$ cat src/rtl/blc_offset_est_pkg.sv
// Shared ISP package for the black-level offset estimator.
// Holds the handshake event encodings, the default channel width, the aux
// sideband bit positions that every stage in the pipe agrees on, and the
// estimator state codes.
package blc_offset_est_pkg;

    // Default bits per colour channel.
    localparam int DEFAULT_DATA_WIDTH = 12;

    // Aux sideband bit positions.
    localparam int AUX_OB_BIT  = 0;
    localparam int AUX_SOF_BIT = 1;

    // Handshake events, encoded as {insert, remove}.
    localparam logic [1:0] HS_NONE   = 2'b00;
    localparam logic [1:0] HS_REMOVE = 2'b01;
    localparam logic [1:0] HS_INSERT = 2'b10;

    // Estimator FSM state codes.
    localparam logic [1:0] ST_IDLE  = 2'd0;
    localparam logic [1:0] ST_ACCUM = 2'd1;
    localparam logic [1:0] ST_DONE  = 2'd2;

endpackage

$ cat src/rtl/blc_ob_accum.sv
// Per-channel optical-black accumulator with shift-average.
// Ports:
//   clock, reset : rising-edge clock, synchronous active-high reset
//   clear        : discard the running sum (start of frame)
//   add          : add sample into the (possibly just cleared) sum
//   sample       : channel value of the current beat
//   average      : (sum including this beat's sample) >> LOG2_SAMPLES,
//                  meaningful on the beat that completes the sample set
module blc_ob_accum
    import blc_offset_est_pkg::*;
#(
    parameter int DATA_WIDTH   = DEFAULT_DATA_WIDTH,
    parameter int LOG2_SAMPLES = 4
) (
    input  logic                  clock,
    input  logic                  reset,
    input  logic                  clear,
    input  logic                  add,
    input  logic [DATA_WIDTH-1:0] sample,
    output logic [DATA_WIDTH-1:0] average
);

    // Wide enough for 2^LOG2_SAMPLES full-scale samples, so no overflow.
    localparam int ACC_W = DATA_WIDTH + LOG2_SAMPLES;

    logic [ACC_W-1:0] acc;
    logic [ACC_W-1:0] base;
    logic [ACC_W-1:0] sum;

    // A clearing beat that is also a sample starts the sum from zero.
    assign base    = clear ? '0 : acc;
    assign sum     = base + ACC_W'(sample);
    // Truncating average; the upper bits are zero by construction.
    assign average = DATA_WIDTH'(sum >> LOG2_SAMPLES);

    always_ff @(posedge clock) begin
        if (reset) begin
            acc <= '0;
        end else if (add) begin
            acc <= sum;
        end else if (clear) begin
            acc <= '0;
        end
    end

endmodule

$ cat src/rtl/blc_offset_est.sv
// Black-level offset estimator.
// Averages the first 2^LOG2_SAMPLES optical-black pixels of each frame per
// RGB channel and publishes the result as offset_out alongside each pixel
// beat. Pixel data and aux pass through a one-entry registered stage.
//
// Handshake (i/r ready): a beat moves in when u_i_ready && i_i_ready
// (insert) and leaves when i_r_ready && u_r_ready (remove). i_i_ready and
// i_r_ready are mutually exclusive, so insert and remove never coincide and
// the outputs are held stable while i_r_ready=1 and u_r_ready=0.
//
// Ports:
//   clock, reset   : rising-edge clock, synchronous active-high reset
//   u_i_ready      : upstream beat valid
//   u_r_ready      : downstream ready for the current output beat
//   data_in/aux_in : pixel {R,G,B} and sideband (OB / SOF flags inside)
//   data_out/aux_out/offset_out : registered beat plus its black level
//   offset_valid   : at least one full average computed since reset
//   i_i_ready      : stage can accept a beat
//   i_r_ready      : output beat valid
module blc_offset_est
    import blc_offset_est_pkg::*;
#(
    parameter int DATA_WIDTH     = DEFAULT_DATA_WIDTH,
    parameter int LOG2_SAMPLES   = 4,
    parameter int DEFAULT_OFFSET = 64,
    parameter int OB_BIT         = AUX_OB_BIT,
    parameter int SOF_BIT        = AUX_SOF_BIT
) (
    input  logic                    clock,
    input  logic                    reset,
    input  logic                    u_i_ready,
    input  logic                    u_r_ready,
    input  logic [3*DATA_WIDTH-1:0] data_in,
    input  logic [3*DATA_WIDTH-1:0] aux_in,
    output logic [3*DATA_WIDTH-1:0] offset_out,
    output logic [3*DATA_WIDTH-1:0] data_out,
    output logic [3*DATA_WIDTH-1:0] aux_out,
    output logic                    offset_valid,
    output logic                    i_i_ready,
    output logic                    i_r_ready
);

    localparam int CNT_W = LOG2_SAMPLES + 1;
    localparam logic [CNT_W-1:0] COUNT_FULL = CNT_W'(1 << LOG2_SAMPLES);
    localparam logic [DATA_WIDTH-1:0] DEF_CH = DATA_WIDTH'(DEFAULT_OFFSET);

    logic                    insert;
    logic                    remove;
    logic [1:0]              hs_event;
    logic                    sof;
    logic                    ob;
    logic                    sampling;
    logic                    complete;
    logic [CNT_W-1:0]        count;
    logic [CNT_W-1:0]        count_base;
    logic [CNT_W-1:0]        count_next;
    logic [1:0]              state;
    logic [3*DATA_WIDTH-1:0] offset_reg;
    logic [3*DATA_WIDTH-1:0] avg_next;

    assign insert   = u_i_ready && i_i_ready;
    assign remove   = i_r_ready && u_r_ready;
    assign hs_event = {insert, remove};

    assign sof = aux_in[SOF_BIT];
    assign ob  = aux_in[OB_BIT];

    // An SOF beat re-enters ACCUM and is itself treated as an ACCUM beat.
    assign sampling   = ob && (sof || (state == ST_ACCUM));
    assign count_base = sof ? '0 : count;
    assign count_next = count_base + CNT_W'(1);
    assign complete   = sampling && (count_next == COUNT_FULL);

    for (genvar ch = 0; ch < 3; ch++) begin : g_ch
        blc_ob_accum #(
            .DATA_WIDTH  (DATA_WIDTH),
            .LOG2_SAMPLES(LOG2_SAMPLES)
        ) u_accum (
            .clock  (clock),
            .reset  (reset),
            .clear  (insert && sof),
            .add    (insert && sampling),
            .sample (data_in[ch*DATA_WIDTH +: DATA_WIDTH]),
            .average(avg_next[ch*DATA_WIDTH +: DATA_WIDTH])
        );
    end

    // Registered pass-through stage.
    always_ff @(posedge clock) begin
        if (reset) begin
            i_i_ready  <= 1'b1;
            i_r_ready  <= 1'b0;
            data_out   <= '0;
            aux_out    <= '0;
            offset_out <= '0;
        end else begin
            case (hs_event)
                HS_INSERT: begin
                    data_out   <= data_in;
                    aux_out    <= aux_in;
                    // Offset as it stood before this beat's own update.
                    offset_out <= offset_reg;
                    i_i_ready  <= 1'b0;
                    i_r_ready  <= 1'b1;
                end
                HS_REMOVE: begin
                    i_i_ready <= 1'b1;
                    i_r_ready <= 1'b0;
                end
                default: ;
            endcase
        end
    end

    // Estimator FSM: advances only on insert cycles.
    always_ff @(posedge clock) begin
        if (reset) begin
            state        <= ST_IDLE;
            count        <= '0;
            offset_reg   <= {3{DEF_CH}};
            offset_valid <= 1'b0;
        end else if (insert) begin
            if (complete) begin
                offset_reg   <= avg_next;
                offset_valid <= 1'b1;
                count        <= count_next;
                state        <= ST_DONE;
            end else if (sampling) begin
                count <= count_next;
                state <= ST_ACCUM;
            end else if (sof) begin
                count <= '0;
                state <= ST_ACCUM;
            end
        end
    end

endmodule

$ cat config.mk
export PLATFORM = sky130hd
export DESIGN_NAME = blc_offset_est
export DESIGN_NICKNAME = d
export VERILOG_FILES = /design/src/rtl/blc_offset_est_pkg.sv /design/src/rtl/blc_ob_accum.sv /design/src/rtl/blc_offset_est.sv
export SDC_FILE = /design/constraint.sdc
export NUM_CORES = 1
export LEC_CHECK = 0
export ABC_AREA = 0
export CAP_MARGIN = 30
export CELL_PAD_IN_SITES_DETAIL_PLACEMENT = 0
export CELL_PAD_IN_SITES_GLOBAL_PLACEMENT = 2
export CORE_MARGIN = 1.5
export CORE_UTILIZATION = 32
export DETAILED_ROUTE_END_ITERATION = 10
export PLACE_DENSITY_LB_ADDON = 0.1
export SLEW_MARGIN = 10
export SYNTH_ARGS = -nofsm -noshare
export SYNTH_HDL_FRONTEND = slang
export SYNTH_HIERARCHICAL = 1
export SYNTH_SLANG_ARGS = --single-unit
export TNS_END_PERCENT = 5
$ cat constraint.sdc
create_clock -name clock -period 4.8 [get_ports clock]
set_input_delay 0.72 -clock clock [delete_from_list [all_inputs] [get_ports clock]]
set_output_delay 0.72 -clock clock [all_outputs]
set_load 0.02 [all_outputs]
Word level (Yosys, flattened, before mapping)
Index checks and enable logic that the tools add are counted.
Word-level totals
  input bits: 76
  logic and storage cells: 45
  flip-flop bits (word level): 202
  output and inout port bits: 111
Operators by class
  reductions and logical operators: 11
  equal/unequal tests: 4
  add/sub/neg operators: 4
  muxes and demuxes: 14
Operators by type and width (count)
  $mux W16: 6
  $add A16 B12 Y16: 3
  $mux W5: 3
  $logic_and A1 B1 Y1: 6
  $mux W2: 3
  $add A5 B1 Y5 const B: 1
  $eq A5 B5 Y1 const B: 1
  $eq A2 B1 Y1 const B: 2
  $pmux W1 S2: 2
  $reduce_and A2 Y1: 2
  $reduce_bool A3 Y1: 1
  $eq A2 B2 Y1 const B: 1
  $reduce_bool A2 Y1: 1
  $logic_or A1 B1 Y1: 1

Longest topological paths before layout
Gate-level depths: netlist of run 1.
  word-level depth: 6
  depth in mapped cells: 15
  gate-level depth less buffers: 13

Modules after synthesis
Netlist of run 1, hierarchy kept.
By module, submodules not included
  blc_offset_est: instances 1, area each 5908.2 µm², seq. area each 3083.0 µm², cells each 571
  blc_ob_accum at g_ch[0].u_accum ...: instances 2, area each 1391.3 µm², seq. area each 320.3 µm², cells each 170
  blc_ob_accum at g_ch[2].u_accum: instances 1, area each 1519.0 µm², seq. area each 320.3 µm², cells each 184

Least setup slack after synthesis of run 1
No wires, ideal clock.
  kind: input -> register
  start point: input aux_in[1]
  end point: register offset_reg[10]
  path buffers: 2
  arrival time: 4.188 ns
  stages on the path: 15
  library setup time: 0.121 ns
  required time: 4.679 ns
  setup slack: 0.491 ns
  path through: buf_6 -> inv_1 -> nor2_1 -> clkbuf_1 -> nor2b_1 -> ha_1 -> fa_1 -> a21o_1 -> a311o_1 -> a2111o_1 -> and2_4 -> nand3_2 -> mux2_4 -> nand2b_1 -> mux2i_1
Between the ends
  elaborated cells between the ends (all ways): 10
  classes of those cells: add/sub: 2; eq/ne: 1; mux: 2; reduce/logical: 5
RTL lines
  start: declaration: line blc_offset_est.sv:34  | input logic [3*DATA_WIDTH-1:0] aux_in,
  $logic_and A1 B1 Y1: line blc_offset_est.sv:81  | .clear (insert && sof),
  $mux W16
  $add A16 B12 Y16: line blc_ob_accum.sv:32  | assign sum = base + ACC_W'(sample);
  via avg_next[10]: line blc_offset_est.sv:59  | logic [3*DATA_WIDTH-1:0] avg_next;
  end signal: assignment: line blc_offset_est.sv:120  | offset_reg <= {3{DEF_CH}};
  end signal: assignment: line blc_offset_est.sv:124  | offset_reg <= avg_next;
  end: declaration: line blc_offset_est.sv:58  | logic [3*DATA_WIDTH-1:0] offset_reg;
The timed path passes the listed nets, and every way through them passes these cells.
A chain may end at the register's enable or synchronous reset.

Worst setup path in the final report of run 1
  start point: input u_i_ready
  end point: register offset_reg[22]
Between the ends
  cells in the longest elaborated chain, start to end: 4
  elaborated cells between the ends (all ways): 5
  classes of those cells: add/sub: 1; mux: 1; reduce/logical: 3
RTL lines
  start: declaration: line blc_offset_est.sv:31  | input logic u_i_ready,
  $logic_and A1 B1 Y1: line blc_offset_est.sv:61  | assign insert = u_i_ready && i_i_ready;
  $logic_and A1 B1 Y1: line blc_offset_est.sv:81
  $mux W16
  $add A16 B12 Y16: line blc_ob_accum.sv:32
  via avg_next[22]: line blc_offset_est.sv:59
The timed path passes the listed nets, and every way through them passes these cells.

==> impl_results.md, run 1 <==
- Min-delay src: count[4]
- Area leader, netlist: dfxtp_1
- Worst Setup Start Kind: input port
- Post-detail-place hpwl: 17000 microns
- Req. time, crit path: 5190 ps
- Top cells by count, synth: dfxtp_1 (202), nor2_1 (173), mux2i_1 (169)
- Synth Area in Compound Gates: 9.41%
- Prevailing post-synth register cell: dfxtp_1
- Relative slew slack: 43.5%
- I/O Buffers: 186
- Post-synthesis adder-cell area fraction: 5.37%
- Number of flip-flops in the largest register: 48
- Final wirelength: 25300 microns
- Post-synth EDFFs: 0
- # H-tree levels: 1
- Full die area: 33000 sq um
- Max Root-Sink Buffers: 3
- Synth async-reset ratio: 0%
- Cells after synthesis: 1095
- Simple-gate share of the synthesized area: 21.6%
- DR iter-0 viols: 234
- Fin crit share: 80.0%
- Mapped Nets: 1213
- Clock Skew: 15.5 ps
- Crit path capture type: flip-flop
- Hold Path Class: flip-flop to flip-flop
- Main combinational cell family by area after synthesis: simple AND/OR/NAND/NOR gates
- Number of buffers and inverters on the critical path: 1
- Number of distinct library cells after synthesis: 73
- Num CTS Buffers: 25
- Ranking of synthesized cells by area: dfxtp_1 (40%), mux2i_1 (17%), nor2_1 (6.4%), ha_1 (4.8%), nand2b_1 (4.5%)
- RSZ-0062 raised after global routing: no
- Maxcap violations: 0
- Total gr overflow: 0
- RD Place Congestion: 0.758
- I/O pin count: 187
- Drt wl/cell: 15.1 microns
- Endpoints failing setup: 0
- Gr usage total: 15.1%
- DRC: 0
- Post_cts resized: 0
- Starting Density: 32.4%
- N_diodes: 0
- Top cell family by delay on the critical path: compound AO/OA/AOI/OAI gates
- Slew @ Worst Pin: 848 ps
- VDD IR-drop max: 0.261 mV
- Final Cell Area: 13200 sq um
- Post-CTS Setup Bufs: 0
- Status: completed
- Worst-case hold slack: 462 ps
- Clk Latency, worst-skew pair: 530 ps
- Top reg by flops: g_ch.u_accum/acc
- Post-route minimum period: 3840 ps
- DRT Pass-1 Iters: 4
- Min-Delay Endpoint: count[4]
- Hold-critical path depth: 2
- Pins Over Slew Limit: 0
- TritonCTS clock tree: built
- CP max stage delay: 470 ps
- Root Buffer Master: clkbuf_16
- Register bit count reported by yosys: 202
- Most common cell in the netlist: dfxtp_1
- Layout cells sized above 1: 6.05%
- First-pass GRT wire length: 41100 microns
- Synth warnings: 6
- Area share of the largest cell type after synthesis: 39.6%
- Reg2Reg Depth: 13
- Critical path type: input port to flip-flop
- Achievable Freq: 0.260 GHz
- DRT antenna net count: 0
- # fillers: 3124
- Arrival time worst endpoint: 4230 ps
- Cell Chain, Critical Path: clkdlybuf4s50_1 -> nand2_1 -> nor2_4 -> nor2b_1 -> ha_1 -> fa_1 -> a21o_1 -> a311o_1 -> a2111o_1 -> and2_4 -> nand3_2 -> mux2_4 -> nand2b_1 -> mux2i_1
- CP max FO: 11
- Die width: 182 microns
- Final Hold Viols: 0
- Clk pin slew, worst setup/hold paths: 60 ps
- Worst r2r dst: offset_reg[22]
- Via count: 8021
- Cell area after placement: 12400 sq um
- Mapped cell area: 10200 sq um
- Initial antenna violation count: 0
- Core area: 31500 sq um
- Die Y: 182 microns
- Mux contribution to synthesized area: 17.1%
- CP max stage cell: clkdlybuf4s50_1
- Largest net degree at the start of global routing: 114
- Clock sink total: 202
- Nets: 1373
- Power per cell area: 330 nW/um^2
- Synth-to-layout area growth: 29.6%
- Vias/cell: 4.79
- Mean area per synthesized cell: 9.32 sq um
- Post-Synth XOR/XNOR Area: 3.43%
- Leak: 5.20 nW
- Post-CTS Hold Fix Bufs: 0
- Fin Setup TNS: 0 ps
- RR Startpoint: i_i_ready
- Seq/Total Area, Yosys: 39.6%
- Row cnt: 65
- Number of global-route vias before repair: 7761
- R2r setup slk: 1220 ps
-- how the worst max path moves through the flow --
stage          slack (ps)  depth (start not counted)       from        endpoint
2_1_floorplan         490                         15  aux_in[1]  offset_reg[10]
3_3_place_gp          410                         14  aux_in[1]  offset_reg[22]
3_5_place_dp          380                         14  u_i_ready  offset_reg[22]
4_1_cts               930                         14  u_i_ready  offset_reg[10]
5_1_grt               810                         14  u_i_ready  offset_reg[10]
6_report              960                         14  u_i_ready  offset_reg[22]
-- layout by cell type, fill, tap and decap left out, types with 7 or more instances in the layout --
cell type,n
mux2i_1,169
clkbuf_1,7
nor3b_1,7
buf_4,9
xnor2_1,26
clkbuf_16,25
nor2b_1,54
o21ai_0,8
nand2_1,40
a21oi_1,31
xor2_1,14
and2_1,7
clkdlybuf4s50_1,185
nand3_1,25
a211oi_1,7
nand2b_1,74
nor3_1,10
dfxtp_1,202
nor2_1,172
ha_1,38
a21o_1,15
nand4_1,7
inv_1,11
-- area by class of cell --
type,instances,area [sq um],share of cell area [%]
multi-input combinational,817,5850,44.2
clock inverter,7,66.3,0.501
timing repair buffer,198,1990,15.0
tap,402,503,3.80
clock buffer,38,734,5.55
sequential,202,4040,30.6
inverter,11,41.3,0.312
-- metal layers --
layer	wire length [microns]	track usage [%]	up-vias	share of wire [%]
met5	0	0	-	0
met4	539	3.73	0	2.1
met3	1250	3.43	28	4.9
met2	11200	24.6	147	44
met1	12300	20.3	3719	48
li1	-	-	4127	-
-- worst reg2reg max path, cell delays in order, from the launching register on --
cell and delay [ps]:
dfxtp_1 380, nand2_1 180, nor2_4 410, nor2b_1 130
ha_1 230, fa_1 410, a21o_1 220, a311o_1 410
a2111o_1 420, and2_4 160, nand3_2 70, mux2_4 290
nand2b_1 70, mux2i_1 60
-- cell families (layout without fill, tap and decap cells) --
| group | count (synthesis) | after routing |
|---|---|---|
| xor+xnor | 40 | 40 |
| mux | 173 | 173 |
| flops | 202 | 202 |
| compound gates | 130 | 130 |
| fa+ha+maj | 42 | 42 |
| simple gates | 432 | 432 |
| buf+inv | 76 | 254 |
-- metrics by stage --
step | instances | total power, W | util [%] | setup slack, ps
floorplan | 1095 | 0.00230 | - | 491
global placement | 1630 | 0.00260 | 39.5 | 414
detailed placement | 1630 | 0.00260 | 39.5 | 379
CTS | 1675 | 0.00447 | 42.0 | 932
global route | 1675 | 0.00460 | 42.0 | 814
finish | 1675 | 0.00437 | 42.0 | 960
-- power breakdown --
part	switching, W	internal [W]	total (W)	leakage, nW
Clock	0.000718	0.00110	0.00182	0.394
Combinational	0.000407	0.000360	0.000767	3.16
Sequential	0.0000328	0.00175	0.00178	1.64
No activity file was read; power rests on OpenSTA's default activity.
==> inputs of run 2 (changes only) <==
--- a/config.mk
+++ b/config.mk
@@ -10,7 +10,7 @@
 export CELL_PAD_IN_SITES_DETAIL_PLACEMENT = 0
 export CELL_PAD_IN_SITES_GLOBAL_PLACEMENT = 2
 export CORE_MARGIN = 1.5
-export CORE_UTILIZATION = 32
+export CORE_UTILIZATION = 29
 export DETAILED_ROUTE_END_ITERATION = 10
 export PLACE_DENSITY_LB_ADDON = 0.1
 export SLEW_MARGIN = 10
==> constraint.sdc (replaced) <==
create_clock -name clock -period 3.4 [get_ports clock]
set_input_delay 0.51 -clock clock [delete_from_list [all_inputs] [get_ports clock]]
set_output_delay 0.51 -clock clock [all_outputs]
set_load 0.02 [all_outputs]
==> impl_results.md, run 2 (synthesized netlist as in run 1, its figures left out) <==
- Status: completed (unchanged)
- Worst Setup Start Kind: input port (unchanged)
- Clk pin slew, worst setup/hold paths: 60 ps (about the same)
- Endpoints failing setup: 0 (unchanged)
- Num CTS Buffers: 26 (was 25)
- Fin Setup TNS: 0 ps (unchanged)
- Synth-to-layout area growth: 39.8% (was 29.6%)
- Crit path capture type: flip-flop (unchanged)
- Arrival time worst endpoint: 3590 ps (was 4230 ps)
- Reg2Reg Depth: 14 (was 13)
- Slew @ Worst Pin: 894 ps (was 848 ps)
- Worst Slack Setup Final: 210 ps (was 960 ps)
- Vias/cell: 4.54 (was 4.79)
- Final Cell Area: 14300 sq um (was 13200 sq um)
- # fillers: 3394 (was 3124)
- Most frequent cells in the layout: dfxtp_1 (201), clkdlybuf4s50_1 (185), nor2_1 (172), mux2i_1 (169), buf_4 (113) (was dfxtp_1 (202), clkdlybuf4s50_1 (185), nor2_1 (172), mux2i_1 (169), nand2b_1 (74))
- I/O pin count: 187 (unchanged)
- Min-delay src: offset_reg[32] (was count[4])
- Worst-case hold slack: 472 ps (was 462 ps)
- DRT Pass-1 Iters: 6 (was 4)
- Achievable Freq: 0.314 GHz
- I/O Buffers: 186 (unchanged)
- Fin crit share: 93.8%
- Critical path type: input port to flip-flop (unchanged)
- Core area: 34600 sq um (was 31500 sq um)
- VDD IR-drop max: 0.320 mV (was 0.261 mV)
- Power per cell area: 456 nW/um^2 (was 330 nW/um^2)
- Largest net degree at the start of global routing: 123 (was 114)
- Post_cts resized: 0 (unchanged)
- Pins Over Slew Limit: 0 (unchanged)
- Die width: 191 microns (was 182 microns)
- Top reg by flops: g_ch.u_accum/acc (unchanged)
- RD Place Congestion: 0.787 (was 0.758)
- CP max FO: 10 (was 11)
- Most Used Layer, Global Route: met2 (unchanged)
- Sequential power share: 38.7% (was 40.8%)
- Power share of the combinational group: 18.5% (was 17.5%)
- Sw frac: 26.2% (was 26.5%)
- Root Buffer Master: clkbuf_16 (unchanged)
- Die Y: 191 microns (was 182 microns)
- Nets: 1483 (was 1373)
- Drt wl/cell: 14.6 microns (was 15.1 microns)
- Req. time, crit path: 3800 ps (was 5190 ps)
- Net Switching: 0.00171 W (was 0.00116 W)
- RR Startpoint: i_i_ready (unchanged)
- Post-detail-place hpwl: 18800 microns (was 17000 microns)
- Clock power frac: 42.8% (was 41.7%)
- First-pass GRT wire length: 43600 microns (was 41100 microns)
- Total gr overflow: 0 (unchanged)
- GRT met3 Usage: 3.05% (was 3.43%)
- Hold-critical path depth: 2 (unchanged)
- Initial antenna violation count: 0 (unchanged)
- Final Hold Viols: 0 (unchanged)
- Post-CTS Hold Fix Bufs: 0 (unchanged)
- Post-CTS Setup Bufs: 0 (unchanged)
- Number of global-route vias before repair: 8106 (was 7761)
- Leak: 5.79 nW (was 5.20 nW)
- TritonCTS clock tree: built (unchanged)
- # H-tree levels: 1 (unchanged)
- DRC: 0 (unchanged)
- Clk Latency, worst-skew pair: 540 ps (was 530 ps)
- Grt met1 use: 20.0% (was 20.3%)
- RSZ-0062 raised after global routing: no (unchanged)
- Met2 Use GR: 23.5% (was 24.6%)
- DR iter-0 viols: 234 (unchanged)
- Via count: 8349 (was 8021)
- Worst r2r dst: offset_reg[10] (was offset_reg[22])
- R2r setup slk: 320 ps (was 1220 ps)
- Full die area: 36300 sq um (was 33000 sq um)
- Number of flip-flops in the largest register: 48 (unchanged)
- Relative slew slack: 40.4% (was 43.5%)
- Starting Density: 29.5% (was 32.4%)
- Most common cell after layout, fill and taps aside: dfxtp_1 (unchanged)
- Clock sink total: 202 (unchanged)
- Layout cells sized above 1: 13.9% (was 6.05%)
- Final wirelength: 26900 microns (was 25300 microns)
- Hold Path Class: flip-flop to flip-flop (unchanged)
- Row cnt: 68 (was 65)
- Gr usage total: 14.7% (was 15.1%)
- Pint: 0.00481 W (was 0.00321 W)
- DRT antenna net count: 0 (unchanged)
- Clock Skew: 16.6 ps (was 15.5 ps)
- Maxcap violations: 0 (unchanged)
- Cell area after placement: 13400 sq um (was 12400 sq um)
- Post-route minimum period: 3190 ps
- Post-Route Utilization: 41.2% (was 42.0%)
- Min-Delay Endpoint: offset_reg[32] (was count[4])
- Max Root-Sink Buffers: 3 (unchanged)
- Pre-CTS setup slack: -341 ps (was 379 ps)
- N_diodes: 0 (unchanged)
==> run 2: cell count changes in the layout (fill, tap and decap cells not counted), sizes merged <==
cell,before,now
bufinv,1,2
clkinv,4,2
inv,12,11
clkbuf,38,42
buf,13,122
==> run 2: cell type report <==
| class | count | area [sq um] | area share (%) |
|---|---|---|---|
| multi-input combinational | 817 | 5880 | 41.2 |
| sequential | 202 | 4050 | 28.3 |
| timing repair buffer | 307 | 2870 | 20.1 |
| clock buffer | 42 | 792 | 5.55 |
| tap | 455 | 569 | 3.99 |
| clock inverter | 5 | 77.6 | 0.543 |
| inverter | 11 | 46.3 | 0.324 |
==> run 2: worst max path at each step <==
stage,start,endpoint
5_1_grt,aux_in[1],offset_reg[10]
4_1_cts,aux_in[1],offset_reg[10]
3_5_place_dp,aux_in[1],offset_reg[10]
6_report,aux_in[1],offset_reg[10]
2_1_floorplan,aux_in[1],offset_reg[10]
3_3_place_gp,aux_in[1],offset_reg[22]
==> run 2: power groups by stage <==
stage | clock network [W] | logic, W | registers (W)
floorplan | 0 | 0.000593 | 0.00267
global placement | 0 | 0.00122 | 0.00257
detailed placement | 0 | 0.00122 | 0.00257
CTS | 0.00291 | 0.00123 | 0.00252
global route | 0.00301 | 0.00132 | 0.00253
finish | 0.00279 | 0.00121 | 0.00252
==> run 2: routing by layer <==
metal  up-vias  routed length, microns
met3        34                    1420
li1       4344                       -
met5         -                       0
met2       147                   11800
met4         0                     505
met1      3824                   13100
==> run 2: metrics by stage <==
| step | std cells | power (W) |
|---|---|---|
| 6_report | 1839 | 0.00651 |
| 4_1_cts | 1839 | 0.00666 |
| 2_1_floorplan | 1095 | 0.00326 |
| 5_1_grt | 1839 | 0.00686 |
| 3_3_place_gp | 1792 | 0.00379 |
| 3_5_place_dp | 1792 | 0.00379 |
==> run 2: critical path: stages <==
cell and delay, ps:
clkdlybuf4s50_1 560, inv_6 50, nor2_4 100, buf_12 160, nor2b_4 60, ha_4 160, fa_2 380, a21o_1 190
a311o_1 320, a2111o_1 450, and2_4 170, nand3_2 70, mux2_4 290, nand2b_1 60, mux2i_1 60
